===== src/rtl/retire_commit_engine.sv =====
// retire_commit_engine: N-wide in-order ROB retirement with store grants, registered flush + RECOVER hold-off, sticky halt.
// Optional RETIRE_PERF_EN adds perf_retired / perf_store_stall / perf_flushes counters.
module retire_commit_engine #(
  parameter int RETIRE_WIDTH   = 4,
  parameter int STORE_PORTS    = 1,
  parameter int PHYS_REGS      = 64,
  parameter int ROB_DEPTH      = 32,
  parameter int RECOVER_CYCLES = 2,
  localparam int PRW = $clog2(PHYS_REGS),
  localparam int RIW = $clog2(ROB_DEPTH),
  localparam int CW  = $clog2(RETIRE_WIDTH + 1),
  localparam int SW  = $clog2(STORE_PORTS + 1)
) (
  input  logic                        clock,
  input  logic                        reset,
  input  logic [RETIRE_WIDTH-1:0]     head_valid,
  input  logic [RETIRE_WIDTH-1:0]     head_complete,
  input  logic [RETIRE_WIDTH-1:0]     head_store,
  input  logic [RETIRE_WIDTH-1:0]     head_mispred,
  input  logic [RETIRE_WIDTH-1:0]     head_halt,
  input  logic [RETIRE_WIDTH-1:0]     head_dest_valid,
  input  logic [RETIRE_WIDTH*PRW-1:0] head_phys_rd,
  input  logic [RETIRE_WIDTH*PRW-1:0] head_prev_phys_rd,
  input  logic [RETIRE_WIDTH*5-1:0]   head_arch_rd,
  input  logic [RETIRE_WIDTH*RIW-1:0] head_rob_idx,
  input  logic [SW-1:0]               st_grant,
  output logic [CW-1:0]               retire_count,
  output logic [SW-1:0]               st_commit_count,
  output logic [RETIRE_WIDTH-1:0]     arch_we,
  output logic [RETIRE_WIDTH*5-1:0]   arch_addr,
  output logic [RETIRE_WIDTH*PRW-1:0] arch_phys,
  output logic [PHYS_REGS-1:0]        free_mask,
  output logic                        flush,
  output logic [RIW-1:0]              flush_rob_idx,
  output logic                        halted,
  output logic [RETIRE_WIDTH-1:0]     commit_valid,
  output logic [RETIRE_WIDTH*5-1:0]   commit_reg
`ifdef RETIRE_PERF_EN
 ,output logic [63:0]                 perf_retired,
  output logic [63:0]                 perf_store_stall,
  output logic [63:0]                 perf_flushes
`endif
);
  typedef enum logic [1:0] {RUN, RECOVER, HALTED} state_t;
  state_t state, state_nx;
  logic [3:0] cnt, cnt_nx;
  logic [SW-1:0] grant, st_cnt;
  logic stop, mis_hit, halt_hit, stall;
  logic [RIW-1:0] mis_idx;
  logic [RETIRE_WIDTH-1:0] commit;
  logic [RETIRE_WIDTH*5-1:0] reg_nx;
  logic [PRW-1:0] prev;
  assign grant = st_grant > SW'(STORE_PORTS) ? SW'(STORE_PORTS) : st_grant;
  assign st_commit_count = st_cnt;
  assign halted = state == HALTED;
  always_comb begin
    retire_count = '0;
    st_cnt = '0;
    arch_we = '0;
    arch_addr = '0;
    arch_phys = '0;
    free_mask = '0;
    commit = '0;
    reg_nx = '0;
    mis_hit = 1'b0;
    halt_hit = 1'b0;
    stall = 1'b0;
    mis_idx = '0;
    prev = '0;
    // gating with reset keeps every output at 0 while reset is held
    stop = reset || state != RUN;
    for (int i = 0; i < RETIRE_WIDTH; i++) begin
      prev = head_prev_phys_rd[i*PRW +: PRW];
      if (!stop) begin
        if (!head_valid[i] || !head_complete[i]) stop = 1'b1;
        else if (head_store[i] && st_cnt >= grant) begin
          stop = 1'b1;
          stall = 1'b1;
        end else begin
          commit[i] = 1'b1;
          retire_count = retire_count + CW'(1);
          st_cnt = st_cnt + SW'(head_store[i]);
          if (head_dest_valid[i]) begin
            arch_we[i] = 1'b1;
            arch_addr[i*5 +: 5] = head_arch_rd[i*5 +: 5];
            arch_phys[i*PRW +: PRW] = head_phys_rd[i*PRW +: PRW];
            reg_nx[i*5 +: 5] = head_arch_rd[i*5 +: 5];
            if (prev != '0) free_mask[prev] = 1'b1;
          end
          // halt outranks a mispredict in the same slot
          if (head_halt[i]) begin
            halt_hit = 1'b1;
            stop = 1'b1;
          end else if (head_mispred[i]) begin
            mis_hit = 1'b1;
            mis_idx = head_rob_idx[i*RIW +: RIW];
            stop = 1'b1;
          end
        end
      end
    end
    state_nx = state == RUN ? (halt_hit ? HALTED : mis_hit ? RECOVER : RUN) :
               state == RECOVER ? (cnt <= 4'd1 ? RUN : RECOVER) : state;
    cnt_nx = state == RUN ? (mis_hit ? 4'(RECOVER_CYCLES) : cnt) :
             state == RECOVER ? (cnt == 4'd0 ? cnt : cnt - 4'd1) : cnt;
  end
  always_ff @(posedge clock or posedge reset) begin
    if (reset) begin
      state <= RUN;
      cnt <= '0;
      flush <= 1'b0;
      flush_rob_idx <= '0;
      commit_valid <= '0;
      commit_reg <= '0;
    end else begin
      state <= state_nx;
      cnt <= cnt_nx;
      flush <= mis_hit;
      if (mis_hit) flush_rob_idx <= mis_idx;
      commit_valid <= commit;
      commit_reg <= reg_nx;
    end
  end
`ifdef RETIRE_PERF_EN
  always_ff @(posedge clock or posedge reset) begin
    if (reset) begin
      perf_retired <= '0;
      perf_store_stall <= '0;
      perf_flushes <= '0;
    end else begin
      perf_retired <= perf_retired + 64'(retire_count);
      perf_store_stall <= perf_store_stall + 64'(stall);
      perf_flushes <= perf_flushes + 64'(flush);
    end
  end
`else
  logic unused_stall;
  assign unused_stall = stall;
`endif
endmodule


===== config.mk =====
export PLATFORM = sky130hd
export DESIGN_NAME = retire_commit_engine
export DESIGN_NICKNAME = d
export VERILOG_FILES = /design/src/rtl/retire_commit_engine.sv
export SDC_FILE = /design/constraint.sdc
export NUM_CORES = 1
export LEC_CHECK = 0
export BUFFER_PORTS_ARGS = -buffer_cell sky130_fd_sc_hd__buf_2
export CORE_MARGIN = 2
export CORE_UTILIZATION = 45
export CTS_CLUSTER_DIAMETER = 100
export CTS_CLUSTER_SIZE = 24
export DETAILED_ROUTE_END_ITERATION = 10
export PLACE_DENSITY_LB_ADDON = 0.25
export SYNTH_ARGS = -nofsm -noshare
export SYNTH_HDL_FRONTEND = slang
export SYNTH_SLANG_ARGS = --single-unit

===== constraint.sdc =====
create_clock -name clock -period 5.7 [get_ports clock]
set_input_delay 1.425 -clock clock [delete_from_list [all_inputs] [get_ports clock]]
set_output_delay 1.425 -clock clock [all_outputs]
set_load 0.1 [all_outputs]

==> out/qor.yml, run 1 <==
placement.io_buffers: 260
syn_to_final_growth_pct: 63.3
min_path_type: "reg -> reg"
hpwlAfterDp_mm: 18.4
peakVddDrop_v: 0.000223
maxCapViolCount: 0
ioPinCount: 262
ff2ff_setup_slack_ns: 3.13
holdWs_ns: 0.525
gp_congestion: 1.01
cp_slowest_stage_delay_ns: 0.30
cp-startpoint: "reset"
place_ws_ns: 0.130
power.total_uw: 1010
drtIter0Drc: 1005
cp-start-kind: "input pin"
grt-ovfl-total: 0
drc_errors: 0
cts_tree: "yes"
cp_num_cells: 16
timing.rr.start: "state[1]$_DFFE_PP0P_"
ys_seq_area_share_pct: 20.1
ys_ff_latch: 36
critPathBufInv: 4
ys_async_sr_fraction_pct: 100
clock_sinks: 36
avgSynthCellArea_um2: 7.52
critical_path.slowest_cell: "ha_1"
path_delay_family: "adder cells"
layout_setup_ws_ns: 0.101
yosysWarnings: 0
max_freq_mhz: 179
powerDensity_nw_per_um2: 137
synth_top_area_share_pct: 20.1
cts_root_buf: "clkbuf_8"
dr.pass1.iters: 7
synth.area.top_cells: "dfrtp_1 (20%), a22oi_1 (5.7%), and2_1 (5.4%)"
critPathKind: "in -> out"
critPathRequiredTime_ns: 4.28
min_period_over_period_pct: 98.2
finalSetupViolations: 0
finalHoldViolCount: 0
yosys_most_used_dff: "dfrtp_1"
synth_cell_types: 72
use_met1_pct: 47.5
tightest_slew_ns: 1.33
area.sequential_um2: 901
dieArea_um2: 10800
antenna_found_initial: 4
synth_area_um2: 4490
endpoint: "retire_count[2]"
fill_cells: 669
worst_clock_skew_ns: 0.0117
multiInputGateArea_um2: 3470
wl_mm: 24.0
cp-end-kind: "primary output"
die_width_um: 104
grtUsageTotal_pct: 41.0
cp_max_fo: 5
grt_pass1_wl_mm: 35.3
core_um2: 9730
rows: 36
vias: 6602
cts-htree-levels: 2
clk_path_buf_depth: 2
cts.hold.buffers_added: 0
fin_area_um2: 7330
grt_pass1_vias: 6306
ant_nets: 0
largest_reg_flops: 20
routedWlPerCell_um: 24.7
top_usage_layer: "met2"
synth_most_common_cell: "nor2_1"
synthCells: 597
critPathMostFrequentCell: "nand2_1"
synth.largest_area_cell: "dfrtp_1"
max_slew_margin_pct: 11.4
vias_per_cell: 6.80
clk_latency_ns: 0.29
met3_usage_pct: 6.64
status: "completed"
syn_nets: 717
cp_cell_sequence: "buf_2 -> nand3b_1 -> buf_4 -> nor2_1 -> nand2_1 -> nand2_1 -> nand2_1 -> ha_1 -> o21ai_2 -> inv_1 -> ha_1 -> mux2_2 -> ha_1 -> nand2_1 -> xor2_4 -> buf_12"
layout-drive-gt1-share_pct: 41.8
r2r_cells: 6
synth-edff-count: 0
critPathArrivalTime_ns: 4.17
layout_min_cycle_time_ns: 5.60
placed_area_um2: 7220
clk_pin_slew_ns: 0.08
yosys-top-cells-count: "nor2_1 (65), nand2_1 (42), and2_1 (39), dfrtp_1 (36), nand3_1 (36)"
numCtsBuffers: 5
die_y_um: 104
r2r-end: "cnt[1]$_DFFE_PP0P_"
grt_max_degree: 64
slew_viol_final: 0
p_leak_uw: 0.00325
initial_core_util_pct: 46.2
use_met2_pct: 70.6
fin_nets: 953
[area by class of cell]
class	instances	area share [%]
tap	133	2.27
timing repair buffer	282	36.1
clock buffer	5	0.938
inverter	14	0.717
sequential	36	12.3
multi-input combinational	494	47.3
clock inverter	3	0.256
antenna	4	0.136
[how the worst min path moves through the flow]
stage | start | endpoint | slack (ns) | depth (start not counted)
2_1_floorplan | cnt[0]$_DFFE_PP0P_ | cnt[0]$_DFFE_PP0P_ | 0.50 | 1
3_3_place_gp | flush_rob_idx[4]$_DFFE_PP0N_ | flush_rob_idx[4]$_DFFE_PP0N_ | 0.50 | 1
3_5_place_dp | flush_rob_idx[4]$_DFFE_PP0N_ | flush_rob_idx[4]$_DFFE_PP0N_ | 0.50 | 1
4_1_cts | flush_rob_idx[4]$_DFFE_PP0N_ | flush_rob_idx[4]$_DFFE_PP0N_ | 0.52 | 1
5_1_grt | flush_rob_idx[4]$_DFFE_PP0N_ | flush_rob_idx[4]$_DFFE_PP0N_ | 0.55 | 1
6_report | flush_rob_idx[4]$_DFFE_PP0N_ | flush_rob_idx[4]$_DFFE_PP0N_ | 0.52 | 1
[worst reg2reg max path, cell delays in order, from the launching register on]
cell	delay (ns)
dfrtp_1	0.47
nor2_1	0.32
and4_4	0.32
nand4_2	0.12
a2111oi_0	0.65
or4_1	0.24
mux2_2	0.33
[metal layers]
layer  vias up  wire [um]
li1       2798          -
met5         -          0
met1      3072       8170
met2       598      11700
met4         0       1570
met3       134       2600
[cells in the final DEF, fill, tap and decap left out, types with 7 or more instances in the layout]
| cell | n |
|---|---|
| nand3b_1 | 14 |
| buf_4 | 21 |
| buf_2 | 182 |
| a222oi_1 | 17 |
| nand3_1 | 36 |
| nor3_1 | 24 |
| o21ai_0 | 7 |
| nor2b_1 | 9 |
| buf_12 | 79 |
| and2_1 | 39 |
| o41ai_2 | 17 |
| dfrtp_1 | 36 |
| nand2_1 | 41 |
| o211ai_1 | 29 |
| a32oi_1 | 7 |
| and3b_1 | 7 |
| o22ai_1 | 10 |
| nor2_1 | 65 |
| a22oi_1 | 34 |
| inv_1 | 11 |
| a21oi_1 | 8 |
| nand2b_1 | 8 |
| or3_1 | 10 |
| a221o_1 | 14 |
| and3_1 | 16 |
[stage by stage]
step	cells	TNS, ns	util, %
after floorplan	597	-7.84	-
after global placement	958	0	74.3
after detailed placement	958	0	74.3
after CTS	966	0	75.2
after global routing	971	-0.0189	75.4
final	971	0	75.4
[cell families after synthesis]
group	share of synthesized area, %
AND/OR/NAND/NOR	39.7
AO/OA/AOI/OAI	29.6
buffers and inverters	7.16
flip-flops	20.1
adder cells (fa/ha/maj)	1.39
XOR/XNOR	0.975
multiplexers	0.975
other	0.0835
[power breakdown]
group	switching (uW)	total, uW	internal, uW	leakage, uW
Sequential	40.3	333	292	0.000484
Combinational	369	492	123	0.00272
Clock	96.3	181	85.1	0.0000479
Total	505	1010	501	0.00325
[repair_timing]
action                     CTS  global route
setup endpoints to repair    0             3
setup buffers                0             1
resized for setup            0             1
Note: power is estimated with default switching activity, not from simulation.
==> run 2: changes to the inputs <==
Settings changed: CELL_PAD_IN_SITES_DETAIL_PLACEMENT set to 2, CELL_PAD_IN_SITES_GLOBAL_PLACEMENT set to 2, CORE_UTILIZATION 45 to 23.
==> run 2 against run 1 <==
Against the previous run:
- power up 12%
- routed wire length up 12%
- first-iteration DRC count down 55%
- largest cell class unchanged
==> out/qor.yml, run 2 (synthesis results as in run 1) <==
status: "completed"
seqPwrFrac_pct: 29.3
fill_cells: 2187
ant_nets: 0
largest_reg_flops: 20
final_cell_mix: "buf_2 (182), buf_12 (79), nor2_1 (65)"
finalSetupViolations: 0
routedWlPerCell_um: 24.2
path_delay_family: "adder cells"
critPathBufInv: 4
peakVddDrop_v: 0.0000978
die_y_um: 144
cts_root_buf: "clkbuf_16"
slew_viol_final: 0
worstHoldStart: "flush_rob_idx[0]$_DFFE_PP0N_"
max_slew_margin_pct: 24.9
p_int_uw: 623
dieArea_um2: 20700
grt_max_degree: 56
max_freq_mhz: 180
vias_per_cell: 5.63
fin_tns_setup_ns: 0
antenna_found_initial: 0
ioPinCount: 262
fin_nets: 962
cp_max_fo: 4
post-route-util_pct: 39.5
placed_area_um2: 7450
rsz0062_at_grt: "false"
maxCapViolCount: 0
cp-end-kind: "primary output"
clk_pin_slew_ns: 0.06
powerDensity_nw_per_um2: 147
cts_tree: "yes"
initial_core_util_pct: 23.2
critPathArrivalTime_ns: 4.12
area.sequential_um2: 901
grt_pass1_vias: 6529
rows: 51
worst_clock_skew_ns: 0.00716
switchingPower_uw: 501
cp-start-kind: "input pin"
clock_power_share_pct: 27.3
cp_slowest_stage_delay_ns: 0.42
grtUsageTotal_pct: 25.2
layout_min_cycle_time_ns: 5.54
drc_errors: 0
cts-htree-levels: 2
hpwlAfterDp_mm: 21.9
drtIter0Drc: 455
dr.pass1.iters: 7
min_path_cells: 1
numCtsBuffers: 5
placement.io_buffers: 260
die_width_um: 144
critPathRequiredTime_ns: 4.28
min_period_over_period_pct: 97.3
timing.rr.start: "state[0]$_DFFE_PP0P_"
fin_area_um2: 7640
min_path_type: "reg -> reg"
clk_path_buf_depth: 2
finalHoldViolCount: 0
r2r-end: "cnt[1]$_DFFE_PP0P_"
core_um2: 19300
tightest_slew_ns: 1.13
clk_latency_ns: 0.28
clock_sinks: 36
critical_path.slowest_cell: "or3_1"
multiInputGateArea_um2: 3470
switching_share_pct: 44.6
p_leak_uw: 0.00333
cp_cell_sequence: "buf_2 -> nand3b_1 -> or3_1 -> inv_2 -> ha_1 -> o21ai_2 -> inv_1 -> ha_1 -> mux2_2 -> ha_1 -> mux2_2 -> buf_12"
power_frac_comb_pct: 43.3
gp_congestion: 0.916
wl_mm: 26.9
ff2ff_setup_slack_ns: 2.68
holdWs_ns: 0.515
grt-ovfl-total: 0
critPathMostFrequentCell: "ha_1"
cts.hold.buffers_added: 0
mostFrequentLayoutCell: "buf_2"
vias: 6242
layout-drive-gt1-share_pct: 42.5
r2r_cells: 6
critPathKind: "in -> out"
min_to: "flush_rob_idx[0]$_DFFE_PP0N_"
syn_to_final_growth_pct: 70.1
grt_pass1_wl_mm: 39.6
run 2: cell types whose count changed in the layout (fill, tap and decap cells not counted):
| cell | before | now |
|---|---|---|
| clkinvlp_4 | 0 | 1 |
| clkinv_4 | 1 | 0 |
| clkinv_2 | 2 | 1 |
| clkbuf_16 | 0 | 5 |
| buf_4 | 21 | 30 |
| bufinv_16 | 0 | 1 |
| clkbuf_8 | 5 | 0 |
| diode_2 | 4 | 1 |
run 2: final cells by class:
class,instances,share of cell area (%)
multi-input combinational,494,45.4
timing repair buffer,291,35.6
sequential,36,11.8
tap,265,4.34
clock buffer,5,1.64
inverter,14,0.688
clock inverter,3,0.557
antenna,1,0.0328
run 2: worst max path at each step:
stage                         start         endpoint  slack (ns)  cells after the start
floorplan           head_mispred[0]    free_mask[11]       -0.41                      8
global placement              reset  retire_count[1]        0.14                     12
detailed placement            reset  retire_count[1]        0.03                     12
CTS                           reset  retire_count[1]        0.03                     12
global route                  reset  retire_count[2]        0.04                     13
finish                        reset  retire_count[1]        0.16                     12
run 2: repair_timing:
item | CTS | global route
endpoints found under the hold margin | 0 | 0
buffers inserted | 0 | 2
gates resized for setup | 0 | 1
endpoints found under the setup margin | 0 | 2
run 2: through the flow:
| stage | power (uW) | setup WS [ns] | std cells |
|---|---|---|---|
| finish | 1120 | 0.157 | 1109 |
| global route | 1180 | 0.0376 | 1108 |
| CTS | 1130 | 0.0251 | 1106 |
| detailed placement | 819 | 0.0302 | 1098 |
| global placement | 797 | 0.139 | 1098 |
| floorplan | 664 | -0.412 | 597 |
run 2: layer usage:
metal	track usage, %	wire (um)	up-vias	share of wire, %
li1	-	-	2802	-
met2	45.7	13500	293	50
met4	7.53	561	0	2.1
met5	0	0	-	0
met1	30.8	10900	3111	41
met3	3.53	1920	36	7.1
run 2: power by group through the flow:
stage	sequential [uW]	combinational [uW]	clock, uW
after floorplan	439	225	0
after global placement	329	467	0
after detailed placement	333	486	0
after CTS	330	488	316
after global routing	334	517	326
final	330	487	307
